**src/rtl/rv_pipe_ctrl_if.sv**
```systemverilog
// ---------------------------------------------------------------------------
// rv_pipe_ctrl_if
//   Bundles the hazard/redirect requests coming from the pipeline stages and
//   the stall/flush/ready controls going back to them. The sequencer uses the
//   slave view. The stages (or a testbench) use the master view.
//
//   Requests  (master -> slave): i_load_hazard, i_exec2_busy, i_branch_taken,
//                                i_trap
//   Controls  (slave -> master): o_fetch_stall, o_decode_stall, o_exec_stall,
//                                o_exec_flush, o_exec2_flush, o_exec2_ready,
//                                o_pc_redirect, o_redirect_src, o_hang
//   Perf      (slave -> master): o_stall_cycles, o_flush_events
//                                (COUNTER_WIDTH bits each)
// ---------------------------------------------------------------------------
interface rv_pipe_ctrl_if #(
  parameter int COUNTER_WIDTH = 32
);
  logic                     i_load_hazard;
  logic                     i_exec2_busy;
  logic                     i_branch_taken;
  logic                     i_trap;

  logic                     o_fetch_stall;
  logic                     o_decode_stall;
  logic                     o_exec_stall;
  logic                     o_exec_flush;
  logic                     o_exec2_flush;
  logic                     o_exec2_ready;
  logic                     o_pc_redirect;
  logic                     o_redirect_src;
  logic                     o_hang;
  logic [COUNTER_WIDTH-1:0] o_stall_cycles;
  logic [COUNTER_WIDTH-1:0] o_flush_events;

  modport slave (
    input  i_load_hazard, i_exec2_busy, i_branch_taken, i_trap,
    output o_fetch_stall, o_decode_stall, o_exec_stall, o_exec_flush,
           o_exec2_flush, o_exec2_ready, o_pc_redirect, o_redirect_src,
           o_hang, o_stall_cycles, o_flush_events
  );

  modport master (
    output i_load_hazard, i_exec2_busy, i_branch_taken, i_trap,
    input  o_fetch_stall, o_decode_stall, o_exec_stall, o_exec_flush,
           o_exec2_flush, o_exec2_ready, o_pc_redirect, o_redirect_src,
           o_hang, o_stall_cycles, o_flush_events
  );
endinterface

```
**src/rtl/rv_pipe_ctrl.sv**
```systemverilog
// ---------------------------------------------------------------------------
// rv_pipe_ctrl
//   Central pipeline sequencer for the FlexRV32 core. One FSM (INIT, RUN,
//   SHADOW, HOLD) produces the stall, flush and ready controls for the fetch,
//   decode, exec and exec2 stages. It resolves load-use hazards, multi-cycle
//   exec2 ops, branch/trap redirects and the post-reset pipeline purge.
//
// Ports
//   i_clk    core clock
//   i_reset  synchronous, active-high reset
//   pif      rv_pipe_ctrl_if.slave; carries the hazard/redirect requests in
//            and the stall/flush/ready/redirect controls, the sticky watchdog
//            flag and the perf counters out
//
// Parameters
//   RESET_FLUSH_CYCLES  cycles every stage is flushed after reset (>=1)
//   REDIRECT_SHADOW     extra exec_flush cycles after a redirect (0..7)
//   WDT_BITS            width of the exec2-busy watchdog
//   COUNTER_WIDTH       width of the perf counters (match the interface)
//
// Configuration macro
//   RV_PIPE_PERF_EN     builds the stall-cycle and redirect-event counters.
//                       Without it both counter outputs are tied to zero.
// ---------------------------------------------------------------------------
module rv_pipe_ctrl #(
  parameter int RESET_FLUSH_CYCLES = 3,
  parameter int REDIRECT_SHADOW    = 1,
  parameter int WDT_BITS           = 16,
  parameter int COUNTER_WIDTH      = 32
) (
  input  logic          i_clk,
  input  logic          i_reset,
  rv_pipe_ctrl_if.slave pif
);

  localparam logic [1:0] ST_INIT   = 2'd0;
  localparam logic [1:0] ST_RUN    = 2'd1;
  localparam logic [1:0] ST_SHADOW = 2'd2;
  localparam logic [1:0] ST_HOLD   = 2'd3;

  // One down-counter serves both the reset purge and the redirect shadow.
  // It must hold the larger of the two load values.
  localparam int CNT_MAX = (RESET_FLUSH_CYCLES > REDIRECT_SHADOW) ?
                           RESET_FLUSH_CYCLES : REDIRECT_SHADOW;
  localparam int CNT_W   = (CNT_MAX > 1) ? $clog2(CNT_MAX) : 1;

  localparam logic [CNT_W-1:0] INIT_LOAD   = CNT_W'(RESET_FLUSH_CYCLES - 1);
  localparam logic [CNT_W-1:0] SHADOW_LOAD =
    CNT_W'((REDIRECT_SHADOW > 0) ? REDIRECT_SHADOW - 1 : 0);

  // With no shadow a redirect returns straight to RUN.
  localparam logic [1:0] REDIRECT_STATE = (REDIRECT_SHADOW > 0) ? ST_SHADOW : ST_RUN;

  logic [1:0]          state_q, state_d;
  logic [CNT_W-1:0]    cnt_q, cnt_d;
  logic [WDT_BITS-1:0] wdt_q, wdt_d;
  logic                hang_q, hang_d;

  logic fetch_stall, decode_stall, exec_stall;
  logic exec_flush, exec2_flush, exec2_ready;
  logic pc_redirect, redirect_src;
  logic hang_now;

  // NOTE: every signal written below gets a default first, so no path through
  // the case statement can leave one unassigned and infer a latch.
  always_comb begin
    state_d      = state_q;
    cnt_d        = cnt_q;
    wdt_d        = '0;
    fetch_stall  = 1'b0;
    decode_stall = 1'b0;
    exec_stall   = 1'b0;
    exec_flush   = 1'b0;
    exec2_flush  = 1'b0;
    exec2_ready  = 1'b0;
    pc_redirect  = 1'b0;
    redirect_src = 1'b0;

    if (i_reset) begin
      // Reset values: the whole pipe is held and bubbled.
      fetch_stall = 1'b1;
      exec_flush  = 1'b1;
      exec2_flush = 1'b1;
    end else begin
      case (state_q)
        ST_INIT: begin
          // Purge: every request input is ignored.
          fetch_stall = 1'b1;
          exec_flush  = 1'b1;
          exec2_flush = 1'b1;
          if (cnt_q == '0) state_d = ST_RUN;
          else             cnt_d   = cnt_q - 1'b1;
        end

        // HOLD behaves exactly like RUN except that it keeps the watchdog
        // running while exec2 stays busy.
        ST_RUN, ST_HOLD: begin
          state_d = ST_RUN;
          if (pif.i_trap) begin
            exec_flush   = 1'b1;
            exec2_flush  = 1'b1;
            exec2_ready  = 1'b1;
            pc_redirect  = 1'b1;
            redirect_src = 1'b1;
            state_d      = REDIRECT_STATE;
            cnt_d        = SHADOW_LOAD;
          end else if (pif.i_exec2_busy) begin
            // Freeze the front of the pipe; a pending load hazard is
            // resolved by the freeze itself, so no bubble is inserted.
            fetch_stall  = 1'b1;
            decode_stall = 1'b1;
            exec_stall   = 1'b1;
            state_d      = ST_HOLD;
            wdt_d        = (&wdt_q) ? wdt_q : wdt_q + 1'b1;
          end else if (pif.i_branch_taken) begin
            exec_flush   = 1'b1;
            exec2_ready  = 1'b1;
            pc_redirect  = 1'b1;
            state_d      = REDIRECT_STATE;
            cnt_d        = SHADOW_LOAD;
          end else if (pif.i_load_hazard) begin
            // One-cycle bubble: decode re-presents the dependent op next cycle.
            fetch_stall  = 1'b1;
            decode_stall = 1'b1;
            exec_flush   = 1'b1;
            exec2_ready  = 1'b1;
          end else begin
            exec2_ready  = 1'b1;
          end
        end

        ST_SHADOW: begin
          // Whatever reaches exec now is wrong-path, so branch and hazard
          // requests are meaningless and exec keeps receiving bubbles.
          exec_flush = 1'b1;
          if (pif.i_trap) begin
            exec2_flush  = 1'b1;
            exec2_ready  = 1'b1;
            pc_redirect  = 1'b1;
            redirect_src = 1'b1;
            cnt_d        = SHADOW_LOAD;
          end else if (pif.i_exec2_busy) begin
            fetch_stall  = 1'b1;
            decode_stall = 1'b1;
            exec_stall   = 1'b1;
          end else begin
            exec2_ready = 1'b1;
            if (cnt_q == '0) state_d = ST_RUN;
            else             cnt_d   = cnt_q - 1'b1;
          end
        end

        default: begin
          state_d = ST_INIT;
          cnt_d   = INIT_LOAD;
        end
      endcase
    end
  end

  // The watchdog counts the busy cycle that enters HOLD plus every busy cycle
  // spent in HOLD. The hang flag is raised in the very cycle the count
  // reaches all-ones, then held in hang_q until reset.
  assign hang_now = &wdt_d;
  assign hang_d   = hang_q | hang_now;

  // NOTE: sequential state uses non-blocking assignments so every flop samples
  // its _d value from before the clock edge, independent of statement order.
  always_ff @(posedge i_clk) begin
    if (i_reset) begin
      state_q <= ST_INIT;
      cnt_q   <= INIT_LOAD;
      wdt_q   <= '0;
      hang_q  <= 1'b0;
    end else begin
      state_q <= state_d;
      cnt_q   <= cnt_d;
      wdt_q   <= wdt_d;
      hang_q  <= hang_d;
    end
  end

  assign pif.o_fetch_stall  = fetch_stall;
  assign pif.o_decode_stall = decode_stall;
  assign pif.o_exec_stall   = exec_stall;
  assign pif.o_exec_flush   = exec_flush;
  assign pif.o_exec2_flush  = exec2_flush;
  assign pif.o_exec2_ready  = exec2_ready;
  assign pif.o_pc_redirect  = pc_redirect;
  assign pif.o_redirect_src = redirect_src;
  assign pif.o_hang         = (hang_q & ~i_reset) | hang_now;

`ifdef RV_PIPE_PERF_EN
  logic [COUNTER_WIDTH-1:0] stall_cnt_q, stall_cnt_d;
  logic [COUNTER_WIDTH-1:0] flush_cnt_q, flush_cnt_d;

  // Free-running, wrapping counters.
  always_comb begin
    stall_cnt_d = stall_cnt_q + COUNTER_WIDTH'(exec_stall);
    flush_cnt_d = flush_cnt_q + COUNTER_WIDTH'(pc_redirect);
  end

  always_ff @(posedge i_clk) begin
    if (i_reset) begin
      stall_cnt_q <= '0;
      flush_cnt_q <= '0;
    end else begin
      stall_cnt_q <= stall_cnt_d;
      flush_cnt_q <= flush_cnt_d;
    end
  end

  assign pif.o_stall_cycles = stall_cnt_q;
  assign pif.o_flush_events = flush_cnt_q;
`else
  logic [COUNTER_WIDTH-1:0] perf_zero;
  assign perf_zero          = '0;
  assign pif.o_stall_cycles = perf_zero;
  assign pif.o_flush_events = perf_zero;
`endif

endmodule

```
**src/flat_wrapper.sv**
```systemverilog
// flat-port wrapper written by rule: the top's interface ports become plain ports
module rv_pipe_ctrl_flat 
#(
  parameter int RESET_FLUSH_CYCLES = 3,
  parameter int REDIRECT_SHADOW    = 1,
  parameter int WDT_BITS           = 16,
  parameter int COUNTER_WIDTH      = 32
)
  (i_clk, i_reset, pif_i_load_hazard, pif_i_exec2_busy, pif_i_branch_taken, pif_i_trap, pif_o_fetch_stall, pif_o_decode_stall, pif_o_exec_stall, pif_o_exec_flush, pif_o_exec2_flush, pif_o_exec2_ready, pif_o_pc_redirect, pif_o_redirect_src, pif_o_hang, pif_o_stall_cycles, pif_o_flush_events);
  rv_pipe_ctrl_if #(.COUNTER_WIDTH(COUNTER_WIDTH)) pif_i ();
  input  logic i_clk;
  input  logic i_reset;
  input wire logic [$bits(pif_i.i_load_hazard)-1:0] pif_i_load_hazard;
  input wire logic [$bits(pif_i.i_exec2_busy)-1:0] pif_i_exec2_busy;
  input wire logic [$bits(pif_i.i_branch_taken)-1:0] pif_i_branch_taken;
  input wire logic [$bits(pif_i.i_trap)-1:0] pif_i_trap;
  output wire logic [$bits(pif_i.o_fetch_stall)-1:0] pif_o_fetch_stall;
  output wire logic [$bits(pif_i.o_decode_stall)-1:0] pif_o_decode_stall;
  output wire logic [$bits(pif_i.o_exec_stall)-1:0] pif_o_exec_stall;
  output wire logic [$bits(pif_i.o_exec_flush)-1:0] pif_o_exec_flush;
  output wire logic [$bits(pif_i.o_exec2_flush)-1:0] pif_o_exec2_flush;
  output wire logic [$bits(pif_i.o_exec2_ready)-1:0] pif_o_exec2_ready;
  output wire logic [$bits(pif_i.o_pc_redirect)-1:0] pif_o_pc_redirect;
  output wire logic [$bits(pif_i.o_redirect_src)-1:0] pif_o_redirect_src;
  output wire logic [$bits(pif_i.o_hang)-1:0] pif_o_hang;
  output wire logic [$bits(pif_i.o_stall_cycles)-1:0] pif_o_stall_cycles;
  output wire logic [$bits(pif_i.o_flush_events)-1:0] pif_o_flush_events;
  assign pif_i.i_load_hazard = pif_i_load_hazard;
  assign pif_i.i_exec2_busy = pif_i_exec2_busy;
  assign pif_i.i_branch_taken = pif_i_branch_taken;
  assign pif_i.i_trap = pif_i_trap;
  assign pif_o_fetch_stall = pif_i.o_fetch_stall;
  assign pif_o_decode_stall = pif_i.o_decode_stall;
  assign pif_o_exec_stall = pif_i.o_exec_stall;
  assign pif_o_exec_flush = pif_i.o_exec_flush;
  assign pif_o_exec2_flush = pif_i.o_exec2_flush;
  assign pif_o_exec2_ready = pif_i.o_exec2_ready;
  assign pif_o_pc_redirect = pif_i.o_pc_redirect;
  assign pif_o_redirect_src = pif_i.o_redirect_src;
  assign pif_o_hang = pif_i.o_hang;
  assign pif_o_stall_cycles = pif_i.o_stall_cycles;
  assign pif_o_flush_events = pif_i.o_flush_events;
  rv_pipe_ctrl #(.RESET_FLUSH_CYCLES(RESET_FLUSH_CYCLES), .REDIRECT_SHADOW(REDIRECT_SHADOW), .WDT_BITS(WDT_BITS), .COUNTER_WIDTH(COUNTER_WIDTH)) u_core (.i_clk(i_clk), .i_reset(i_reset), .pif(pif_i));
endmodule
```
**config.mk**
```make
export PLATFORM = sky130hd
export DESIGN_NAME = rv_pipe_ctrl_flat
export DESIGN_NICKNAME = d
export VERILOG_FILES = /design/src/rtl/rv_pipe_ctrl_if.sv /design/src/rtl/rv_pipe_ctrl.sv /design/src/flat_wrapper.sv
export SDC_FILE = /design/constraint.sdc
export NUM_CORES = 1
export LEC_CHECK = 0
export CAP_MARGIN = 20
export CORE_AREA = 2 2 55 78
export DETAILED_ROUTE_END_ITERATION = 10
export DIE_AREA = 0 0 57 80
export GPL_TIMING_DRIVEN = 0
export PLACE_DENSITY = 0.93
export SYNTH_ARGS = -nofsm -noshare
export SYNTH_HDL_FRONTEND = slang
export SYNTH_SLANG_ARGS = --single-unit
```
**constraint.sdc**
```tcl
create_clock -name i_clk -period 4.21 [get_ports i_clk]
set_input_delay 0.421 -clock i_clk [delete_from_list [all_inputs] [get_ports i_clk]]
set_output_delay 0.421 -clock i_clk [all_outputs]
set_load 0.005 [all_outputs]
```
==> results.cfg <==
[status]
status = finished clean

[power_and_ir_drop]
p_total_mw = 0.453
p_leak_nw = 1.03
peakVddDrop_mv = 0.128
p_per_area_mw_per_mm2 = 211

[die]
ioPinCount = 79
dieArea_mm2 = 0.00456
dieHeight_um = 80
core_mm2 = 0.00385
initial_core_util = 0.437
std_cell_rows = 27
die_width_um = 57

[worst_setup_path]
r2r-start = u_core.wdt_q[0]
cp.required_ps = 3790
end_kind = primary output
crit_type = reg2out
cp_max_fo = 9
r2r_setup_slack_ps = 1470
crit_arrival_ps = 3500
cp-start-kind = flip-flop
r2r_cells = 8
r2r-end = u_core.hang_q

[timing]
fin_tns_setup_ps = 0
setup_viol = 0
hold_slack_ps = 484
worst_pin_slew_ps = 547
setup_slack_ps = 287
max_freq_ghz = 0.255
slew_viol_final = 0
hold_viol = 0
rsz0062_at_grt = no
fin_skew_ps = 2.02
timing.final.crit_share = 0.932
max_slew_margin = 0.632
period_needed_ps = 3920

[cts]
ctsResizeCount = 0
clkSlewWorstSetupHoldPaths_ps = 70
clock-sinks = 21
cts_buffers = 3
root_buffer = clkbuf_8
cts_setup_buffers = 0
hold_buffers = 0
cts_tree = done
clock_latency_ps = 270
clock_path_buffers = 2
htreeDepth = 1

[yosys]
post-synth-top-count-cell = buf_4
async_reset_ff_frac = 0
synthTopCellsByCount = buf_4 (66), dfxtp_1 (21), nor2_1 (20)
ys.flop_type = dfxtp_1
synth_cell_types = 36
synth-edff-count = 0
yosysTopAreaCellShare = 0.294
synth.avg_cell_area_um2 = 7.76
synth-seq-cells = 21
yosys.area.top_type = buf_4
ys.warnings.count = 0
syn_area_mm2 = 0.00168
synth_cells = 217
synth-seq-area-share = 0.250
synth_area_leaders = buf_4 (29%), dfxtp_1 (25%), nor2_1 (4.5%)

[cells_and_area]
layout-drive-gt1-share = 0.253
syn_to_final_growth_pct = 27.7
fin_area_mm2 = 0.00215
diodes = 0
nets = 305
fin_util = 0.558
final_cells = 340

[detailed_routing]
wl_per_cell_um = 9.46
routed_via_density = 4.46
detail-route-antenna-nets = 0
drt_pre_antenna_iters = 5
first_iter_violations = 56
drc = 0
drt-total-wl_um = 3220
via_count = 1516

[placement]
routabilityCongestion = 0.835
pre_cts_ws_ps = 595
dpl-instance-area_mm2 = 0.00210
dp.cells = 336
portBuffers = 13
dpl.hpwl_um = 2690

[global_routing]
grt_use_total = 0.138
grt_max_degree = 12
grt_pass1_vias = 1238
grt_pass1_wl_um = 5020
gr-total-overflow = 0
antenna_found_initial = 0

[hold_path]
worstHoldPathType = reg2reg
hold_path_depth = 2
holdPathEnd = u_core.hang_q
hold_start = u_core.hang_q

[run]
maxCapViolations = 0
-- report_power, final --
part	leakage (nW)	internal, mW	switching [mW]
clock network	0.0228	0.0676	0.0669
registers	0.170	0.204	0.00490
logic	0.835	0.0618	0.0476
-- worst max path at each step --
stage / to / from / slack, ps
after floorplan: pif_o_hang / u_core.wdt_q[0] / 1360
after global placement: pif_o_hang / u_core.wdt_q[0] / 670
after detailed placement: pif_o_hang / u_core.wdt_q[0] / 600
after CTS: pif_o_hang / u_core.wdt_q[0] / 280
after global routing: pif_o_hang / u_core.wdt_q[0] / 80
final: pif_o_hang / u_core.wdt_q[0] / 290
-- layer usage --
layer / up-vias / GRT usage / part of all wire
met2: 71 / 0.270 / 0.51
met3: 7 / 0.0227 / 0.10
met5: - / 0 / 0
li1: 789 / - / -
met1: 649 / 0.128 / 0.36
met4: 0 / 0.0884 / 0.028
-- registers in the layout, summed over array words and instances, names as in the netlist --
signal / count
u_core.cnt_q: 2
u_core.hang_q: 1
u_core.wdt_q: 16
u_core.state_q: 2
-- cell usage in the layout (no fill, tap or decap), drive strengths merged, types with 2 or more instances in the layout --
master          n
a211oi          3
a21oi           8
a31oi           4
and3            5
buf            67
clkbuf          9
clkdlybuf4s50  13
conb           64
dfxtp          21
inv             6
mux2i           2
nand2          14
nand3           8
nand4           7
nor2           21
nor3            6
nor4            5
o211ai          2
o21ai          11
o32ai           2
or4             2
xnor2           6
xor2            2
-- critical path, cell delays in order (launching register included) --
cell and delay, ps:
dfxtp_1 430, ha_1 240, nand3_1 190, or4_1 550
buf_4 190, nand3_1 100, xor2_1 100, or4b_1 560
o32ai_1 300, clkdlybuf4s50_1 550
-- logic make-up (layout without fill, tap and decap cells) --
| logic type | count (synthesis) | in the layout | share of synthesized area |
|---|---|---|---|
| simple gates | 72 | 72 | 0.241 |
| buf+inv | 78 | 95 | 0.323 |
| mux | 2 | 2 | 0.0119 |
| compound gates | 34 | 34 | 0.123 |
| fa+ha+maj | 1 | 1 | 0.00743 |
| xor+xnor | 8 | 8 | 0.0416 |
| other cells | 1 | 64 | 0.00223 |
| flops | 21 | 21 | 0.250 |
-- final cells by class --
cell class	count	area, um^2
timing repair buffer	13	130
buffer	72	520
tap	43	53.8
inverter	6	22.5
multi-input combinational	181	956
sequential	21	420
fill	371	1700
clock buffer	4	45.0
No activity file was read; power rests on OpenSTA's default activity.
